[config.mk]
export PLATFORM = sky130hd
export DESIGN_NAME = adc_cmd_seq
export DESIGN_NICKNAME = d
export VERILOG_FILES = /design/src/rtl/adc_cmd_seq.sv
export SDC_FILE = /design/constraint.sdc
export NUM_CORES = 1
export LEC_CHECK = 0
export ABC_AREA = 1
export CELL_PAD_IN_SITES_DETAIL_PLACEMENT = 0
export CELL_PAD_IN_SITES_GLOBAL_PLACEMENT = 1
export CORE_AREA = 5 5 137 106
export DETAILED_ROUTE_END_ITERATION = 16
export DIE_AREA = 0 0 142 111
export PLACE_DENSITY = 0.79
export SLEW_MARGIN = 10
export SYNTH_ARGS = -nofsm -noshare
export SYNTH_HDL_FRONTEND = slang
export SYNTH_SLANG_ARGS = --single-unit
[constraint.sdc]
create_clock -name clk -period 1.9 [get_ports clk]
set_input_delay 0.19 -clock clk [delete_from_list [all_inputs] [get_ports clk]]
set_output_delay 0.19 -clock clk [all_outputs]
set_load 0.1 [all_outputs]
[src/rtl/adc_cmd_seq.sv]
// Command sequencer for a SPI-attached ADC: writes config, calibrates, primes the
// result pipeline, then loops CONVERT over all channels and returns samples.
`timescale 1ns/1ps
module adc_cmd_seq #(
    parameter int NUM_CH = 32
) (
    input  logic        clk,
    input  logic        rst,
    input  logic        start,
    input  logic        stop,
    input  logic [31:0] cfg,
    output logic        fs,
    input  logic        fd_spi,
    input  logic        fd_prd,
    output logic [15:0] chip_txd,
    input  logic [15:0] chip_rxd,
    output logic [15:0] smp_data,
    output logic [5:0]  smp_ch,
    output logic        smp_vld,
    output logic        frame_done,
    output logic        busy
);

    typedef enum logic [2:0] {IDLE, CFG, CAL, DUMMY, CONV, FLUSH} state_t;
    typedef enum logic [1:0] {PH_LOAD, PH_SPI, PH_PRD} phase_t;

    localparam logic [5:0]  LAST_CH = 6'(NUM_CH - 1);
    localparam logic [15:0] RD63    = 16'hFF00;
    localparam logic [15:0] CAL_CMD = 16'h5500;

    function automatic logic [15:0] wr_cmd(input logic [5:0] r, input logic [7:0] d);
        return {2'b10, r, d};
    endfunction

    function automatic logic [15:0] conv_cmd(input logic [5:0] ch);
        return {2'b00, ch, 8'h00};
    endfunction

    state_t      state;
    phase_t      phase;
    logic [5:0]  cnt;
    logic [31:0] cfg_reg;
    logic        stop_pend;
    // tag_a describes the previous command, tag_b the one before it; the ADC
    // answers command n during command n+2, so tag_b owns the incoming word.
    logic        tag_a_conv, tag_b_conv;
    logic [5:0]  tag_a_ch, tag_b_ch;

    logic [1:0]  byte_sel;
    logic [7:0]  cfg_next;
    logic        stop_now;

    assign byte_sel = cnt[1:0] + 2'd1;
    assign cfg_next = cfg_reg[{byte_sel, 3'b000} +: 8];
    assign stop_now = stop_pend | stop;

    always_ff @(posedge clk or negedge rst) begin
        if (!rst) begin
            state      <= IDLE;
            phase      <= PH_LOAD;
            cnt        <= 6'd0;
            cfg_reg    <= 32'h0;
            stop_pend  <= 1'b0;
            tag_a_conv <= 1'b0;
            tag_b_conv <= 1'b0;
            tag_a_ch   <= 6'd0;
            tag_b_ch   <= 6'd0;
            fs         <= 1'b0;
            chip_txd   <= 16'h0000;
            smp_data   <= 16'h0000;
            smp_ch     <= 6'd0;
            smp_vld    <= 1'b0;
            frame_done <= 1'b0;
            busy       <= 1'b0;
        end else begin
            smp_vld    <= 1'b0;
            frame_done <= 1'b0;
            if (busy && stop)
                stop_pend <= 1'b1;

            if (state == IDLE) begin
                if (start) begin
                    state    <= CFG;
                    phase    <= PH_LOAD;
                    busy     <= 1'b1;
                    cnt      <= 6'd0;
                    cfg_reg  <= cfg;
                    chip_txd <= wr_cmd(6'd0, cfg[7:0]);
                end
            end else begin
                case (phase)
                    PH_LOAD: begin
                        fs    <= 1'b1;
                        phase <= PH_SPI;
                    end
                    PH_SPI: if (fd_spi) begin
                        fs    <= 1'b0;
                        phase <= PH_PRD;
                        if (tag_b_conv) begin
                            smp_vld    <= 1'b1;
                            smp_data   <= chip_rxd;
                            smp_ch     <= tag_b_ch;
                            frame_done <= (tag_b_ch == LAST_CH);
                        end
                        tag_b_conv <= tag_a_conv;
                        tag_b_ch   <= tag_a_ch;
                        tag_a_conv <= (state == CONV);
                        tag_a_ch   <= (state == CONV) ? cnt : 6'd0;
                    end
                    PH_PRD: if (fd_prd) begin
                        phase <= PH_LOAD;
                        case (state)
                            CFG: begin
                                if (cnt == 6'd3) begin
                                    state    <= CAL;
                                    cnt      <= 6'd0;
                                    chip_txd <= CAL_CMD;
                                end else begin
                                    cnt      <= cnt + 6'd1;
                                    chip_txd <= wr_cmd({4'd0, byte_sel}, cfg_next);
                                end
                            end
                            CAL: begin
                                state    <= DUMMY;
                                cnt      <= 6'd0;
                                chip_txd <= RD63;
                            end
                            DUMMY: begin
                                if (cnt == 6'd8) begin
                                    state    <= CONV;
                                    cnt      <= 6'd0;
                                    chip_txd <= conv_cmd(6'd0);
                                end else begin
                                    cnt      <= cnt + 6'd1;
                                    chip_txd <= RD63;
                                end
                            end
                            CONV: begin
                                if (cnt == LAST_CH) begin
                                    cnt <= 6'd0;
                                    if (stop_now) begin
                                        state    <= FLUSH;
                                        chip_txd <= RD63;
                                    end else begin
                                        chip_txd <= conv_cmd(6'd0);
                                    end
                                end else begin
                                    cnt      <= cnt + 6'd1;
                                    chip_txd <= conv_cmd(cnt + 6'd1);
                                end
                            end
                            FLUSH: begin
                                if (cnt == 6'd1) begin
                                    state     <= IDLE;
                                    busy      <= 1'b0;
                                    cnt       <= 6'd0;
                                    stop_pend <= 1'b0;
                                end else begin
                                    cnt      <= cnt + 6'd1;
                                    chip_txd <= RD63;
                                end
                            end
                            default: state <= IDLE;
                        endcase
                    end
                    default: phase <= PH_LOAD;
                endcase
            end
        end
    end

endmodule

==> results.toml, run 1 <==
[die]
io_pins = 96
start_util_pct = 36.5
core_um2 = 12900
rows = 36
dieWidth_um = 142
fp.dieH_um = 111
die_area_um2 = 15800

[cells_and_area]
design_area_um2 = 6140
layout-drive-gt1-share_pct = 14.4
nets = 770
largest_register_ffs = 32
final_common_cell = "nand2_1"
diodes = 0
syn2layout_area_growth_pct = 30.6
final_cell_mix = "269 x nand2_1, 99 x dfrtp_1, 66 x buf_4"

[place]
place.gp.congestion = 0.920
dp_hpwl_um = 9540
port_buffers = 95
place_area_um2 = 5840

[sta]
finClkSkew_ns = 0.00924
setup_viol = 0
slew_headroom_pct = 73.4
setup_tns_ns = 0
rsz0062_at_grt = "false"
slew_viol_final = 0
final-hold-violation-count = 0
finalCritPeriodShare_pct = 93.3
fin_crit_ns = 1.77
holdWs_ns = 0.254
tightest_slew_ns = 0.398
fmaxAchievable_mhz = 564

[setup_path]
ff2ff_setup_slack_ns = 0.13
crit_arrival_ns = 2.06
cpMaxStageDelayCell = "dfrtp_1"
path_class = "flip-flop to flip-flop"
critical_path.top_delay_family = "simple AND/OR/NAND/NOR gates"
crit_chain = "buf_4 > nor2_4 > nand2_1 > nor2_1 > inv_1 > nand3_1 > nand3_1 > nand2_1"
cp_slowest_stage_delay_ns = 0.39
setup.worst_path.start_class = "flip-flop"
required_ns = 2.19
critPathMaxFanout = 5
worst-path-buf-inv = 2
critPathCaptureType = "flip-flop"

[power_and_ir_drop]
powerDensity_nw_per_um2 = 1830
vdd_drop_max_mv = 1.11
p_total_mw = 11.3
leakagePower_nw = 3.18

[yosys]
synth.distinct_cells = 33
synth.yosys.warnings = 0
synth_seq_cells = 100
synth_cells = 602
ys.flop_type = "dfrtp_1"
seq_area_frac_synth_pct = 53.2
async_flop_share_pct = 100
synth.cell_area_um2 = 4700
synth_edf_count = 0
synth.net_count = 660
syn-mean-instance-area_um2 = 7.81

[cts]
clk_latency_ns = 0.35
clockRootBuffer = "clkbuf_16"
htreeDepth = 3
cts.path.max_buffers = 2
clock-sinks = 100
cts_tree = "done"
numCtsBuffers = 9
path_clk_slew_ns = 0.07

[drt]
wire_per_inst_um = 14.3
drtPass1Iterations = 4
drt-total-wl_um = 12700
vias = 4073
ant_nets = 0
drt_iter0_drc = 164
drc_errors = 0
via_per_inst = 4.59

[grt]
grt.overflow.total = 0
grt_pass1_wl_um = 20800
grt_pass1_vias = 4055
track_usage_pct = 16.4
grt_max_degree = 47
antenna_found_initial = 0

[flow_run]
cap_violations = 0

[status]
outcome = "finished, final reports clean"

[worst_hold_path]
hp-class = "input port to asynchronous set/reset pin"
-- repair_timing --
| item | CTS | global route |
|---|---|---|
| hold endpoints to repair | 17 | 0 |
| hold buffers | 1 | 0 |
| endpoints found under the setup margin | 0 | 8 |
| gates resized for setup | 0 | 4 |
| setup buffers | 0 | 1 |
-- layout make-up --
| class | count | area [um^2] |
|---|---|---|
| Clock buffer | 10 | 229 |
| Clock inverter | 6 | 46.3 |
| Fill cell | 1291 | 6740 |
| Inverter | 59 | 224 |
| Multi-Input combinational cell | 422 | 1880 |
| Sequential cell | 100 | 2500 |
| Tap cell | 171 | 214 |
| Timing Repair Buffer | 120 | 1050 |
-- Yosys cell counts, types with 4 or more instances --
cell type	n	area [um^2]
a21oi_1	18	90.1
buf_2	10	50.1
clkbuf_1	7	26.3
dfrtp_1	100	2500
ha_1	4	50.1
inv_1	54	203
nand2_1	269	1010
nand3_1	33	165
nor2_1	16	60.1
nor3_1	5	25.0
o21ai_0	51	255
-- report_power, final --
group	switching, mW	internal [mW]	total, mW	leakage, nW
registers	0.420	2.90	3.32	1.29
logic	4.65	1.55	6.20	1.76
clock network	0.841	0.904	1.74	0.135
-- cell families after synthesis --
logic type,after synthesis,share of synthesized area (%)
and+or+nand+nor,338,29.8
DFF,100,53.2
buffers and inverters,80,7.02
AOI/OAI and AO/OA,78,8.59
adders and majority gates,4,1.06
xor gates and xnor gates,2,0.372
-- metal layers --
layer | share of wire (%) | GRT usage [%] | up-vias | routed length [um]
met5 | 0 | 0 | - | 0
met4 | 0.96 | 3.84 | 0 | 122
met3 | 5.8 | 3.19 | 7 | 742
met2 | 40 | 23.3 | 107 | 5150
met1 | 53 | 25.6 | 1852 | 6700
li1 | - | - | 2107 | -
-- metrics by stage --
stage,util [%],worst slack [ns],std cells
floorplan,-,0.152,602
global route,47.7,0.0185,888
global placement,45.3,0.131,870
CTS,47.6,0.0872,887
finish,47.7,0.127,888
detailed placement,45.3,0.0979,870
-- worst register-to-register path, stage by stage, from the launching register on --
cell and delay, ns:
dfrtp_1 0.39, buf_4 0.16, nor2_4 0.15, nand2_1 0.18, nor2_1 0.38, inv_1 0.08
nand3_1 0.19, nand3_1 0.12, nand2_1 0.07
-- worst paths after layout --
check                           depth (start not counted)        start          end
worst max-delay path                                    8     state[1]       cnt[1]
worst min-delay path                                    2          rst  smp_data[4]
worst max register to register                          8     state[1]       cnt[1]
worst min register to register                          1  tag_b_ch[5]   frame_done
max in group asynchronous                               3          rst       cnt[0]
min in group clk                                        3      cfg[22]  cfg_reg[22]
(Power assumes the default switching activity.)
==> inputs of run 2 (changes only) <==
CORE_AREA = 5 5 130 101   (was 5 5 137 106)
CTS_CLUSTER_SIZE = 30   (was not set)
DIE_AREA = 0 0 135 106   (was 0 0 142 111)
DONT_BUFFER_PORTS = 1   (was not set)
PLACE_DENSITY = 0.75   (was 0.79)
clock period = 1.4 ns   (was 1.9 ns; I/O delays follow)
==> run 2 against run 1 <==
Effect of this change:
- the flow now finishes with violations (hold timing, setup timing)
- register-to-register slack worse by 0.29 ns
- sequential cell count unchanged
- largest power group unchanged
- highest routed layer unchanged
- critical path type unchanged
- non-clock buffer count up 40
==> results.toml, run 2 (synthesis gave the netlist of run 1 again) <==
[drt]
drc_errors = 0
drt-total-wl_um = 14300
via_per_inst = 4.84
vias = 4476
drt_iter0_drc = 278
wire_per_inst_um = 15.4
drtPass1Iterations = 5
ant_nets = 0

[die]
io_pins = 96
dieWidth_um = 135
rows = 35
core_um2 = 11900
die_area_um2 = 14300
fp.dieH_um = 106
start_util_pct = 39.6

[sta]
setup_viol = 65
final-hold-violation-count = 100
finClkSkew_ns = 0.00547
rsz0062_at_grt = "true"
finalCritPeriodShare_pct = 112
final.setup.worst_slack_ns = -0.167
slew_viol_final = 0
holdWs_ns = -0.516
slew_headroom_pct = 76.7
tightest_slew_ns = 0.348
fin_crit_ns = 1.57
fmaxAchievable_mhz = 638

[grt]
antenna_found_initial = 0
grt_pass1_wl_um = 21700
grt.overflow.total = 0
track_usage_pct = 18.8
grt_max_degree = 101
grt_pass1_vias = 4313

[setup_path]
crit_start = "cnt[0]"
crit_arrival_ns = 1.85
setup.worst_path.start_class = "flip-flop"
path_class = "flip-flop to flip-flop"
r2r_start = "cnt[0]"
required_ns = 1.68
critPathMaxFanout = 8
critPathCaptureType = "flip-flop"

[cells_and_area]
syn2layout_area_growth_pct = 56.3
seq_area_um2 = 2510
diodes = 0
layout-drive-gt1-share_pct = 36.1
multi_input_area_um2 = 2470
largest_register_ffs = 32
final_cell_mix = "219 x nand2_1, 95 x dfrtp_1, 81 x buf_4"
final_common_cell = "nand2_1"
fin_util_pct = 62.0
nets = 811
num-fill-cells = 971

[cts]
cts.path.max_buffers = 2
path_clk_slew_ns = 0.07
clockRootBuffer = "clkbuf_16"
numCtsBuffers = 9
clock-sinks = 100
cts_tree = "done"
clk_latency_ns = 0.34
cts_hold_buffers = 48
htreeDepth = 3

[status]
failed_checks = "hold timing, setup timing"
outcome = "complete, but fails checks"

[power_and_ir_drop]
p_total_mw = 18.0
vdd_drop_max_mv = 1.43
powerDensity_nw_per_um2 = 2450
leakagePower_nw = 3.63

[flow_run]
cap_violations = 0

[place]
port_buffers = 0
place_ws_ns = -0.274
dp_hpwl_um = 8860
place.gp.congestion = 0.884

[worst_hold_path]
hp-class = "input port to asynchronous set/reset pin"
[run 2: layer usage]
metal,share of wire (%),GRT usage (%)
met1,45,27.2
met2,46,28.4
met3,7.2,5.01
met4,1.2,3.81
met5,0,0
[run 2: area by class of cell]
type | count | area share [%]
flip-flops and latches | 100 | 34.1
multi-input cells | 422 | 33.5
repair buffers | 160 | 21.5
inverters | 59 | 3.95
clock buffers | 9 | 3.06
well taps | 166 | 2.82
clock inverters | 7 | 0.919
repair inverters | 1 | 0.0851
[run 2: report_power, final]
part	total, mW	switching (mW)	internal, mW	leakage, nW
combinational	10.9	7.34	3.61	2.20
clock	2.44	1.19	1.25	0.145
sequential	4.64	0.694	3.95	1.28
total	18.0	9.22	8.80	3.63
[run 2: what timing repair did]
action | in CTS | in global routing
setup endpoints to repair | 93 | 100
pin swaps | 12 | 27
gates resized for setup | 76 | 142
endpoints found under the hold margin | 148 | 100
setup buffers | 12 | 3
cloned | 2 | 6
[run 2: stage by stage]
step / cells / area, um^2 / setup TNS [ns]
2_1_floorplan: 602 / 4800 / -0.764
3_3_place_gp: 839 / 5630 / -8.81
3_5_place_dp: 839 / 5630 / -10.51
4_1_cts: 917 / 6780 / -3.95
5_1_grt: 924 / 7350 / -11.34
6_report: 924 / 7350 / -4.91
[run 2: worst max-delay path, cell delays in order (launching register included)]
cell     delay (ns)
dfrtp_2        0.48
buf_6          0.15
ha_4           0.16
nand3_4        0.08
nor2_4         0.06
buf_12         0.12
nor2_8         0.18
buf_8          0.16
nand2_2        0.06
nand2_1        0.05
[run 2: final timing paths]
check | end | slack, ns | cells after the start
max in group asynchronous | cfg_reg[25] | 1.77 | 0
min in group clk | cfg_reg[7] | 0.01 | 2
worst max-delay path | chip_txd[3] | -0.17 | 9
worst max register to register | chip_txd[3] | -0.17 | 9
worst min-delay path | smp_data[1] | -0.52 | 0
worst min register to register | phase[0] | 0.48 | 2
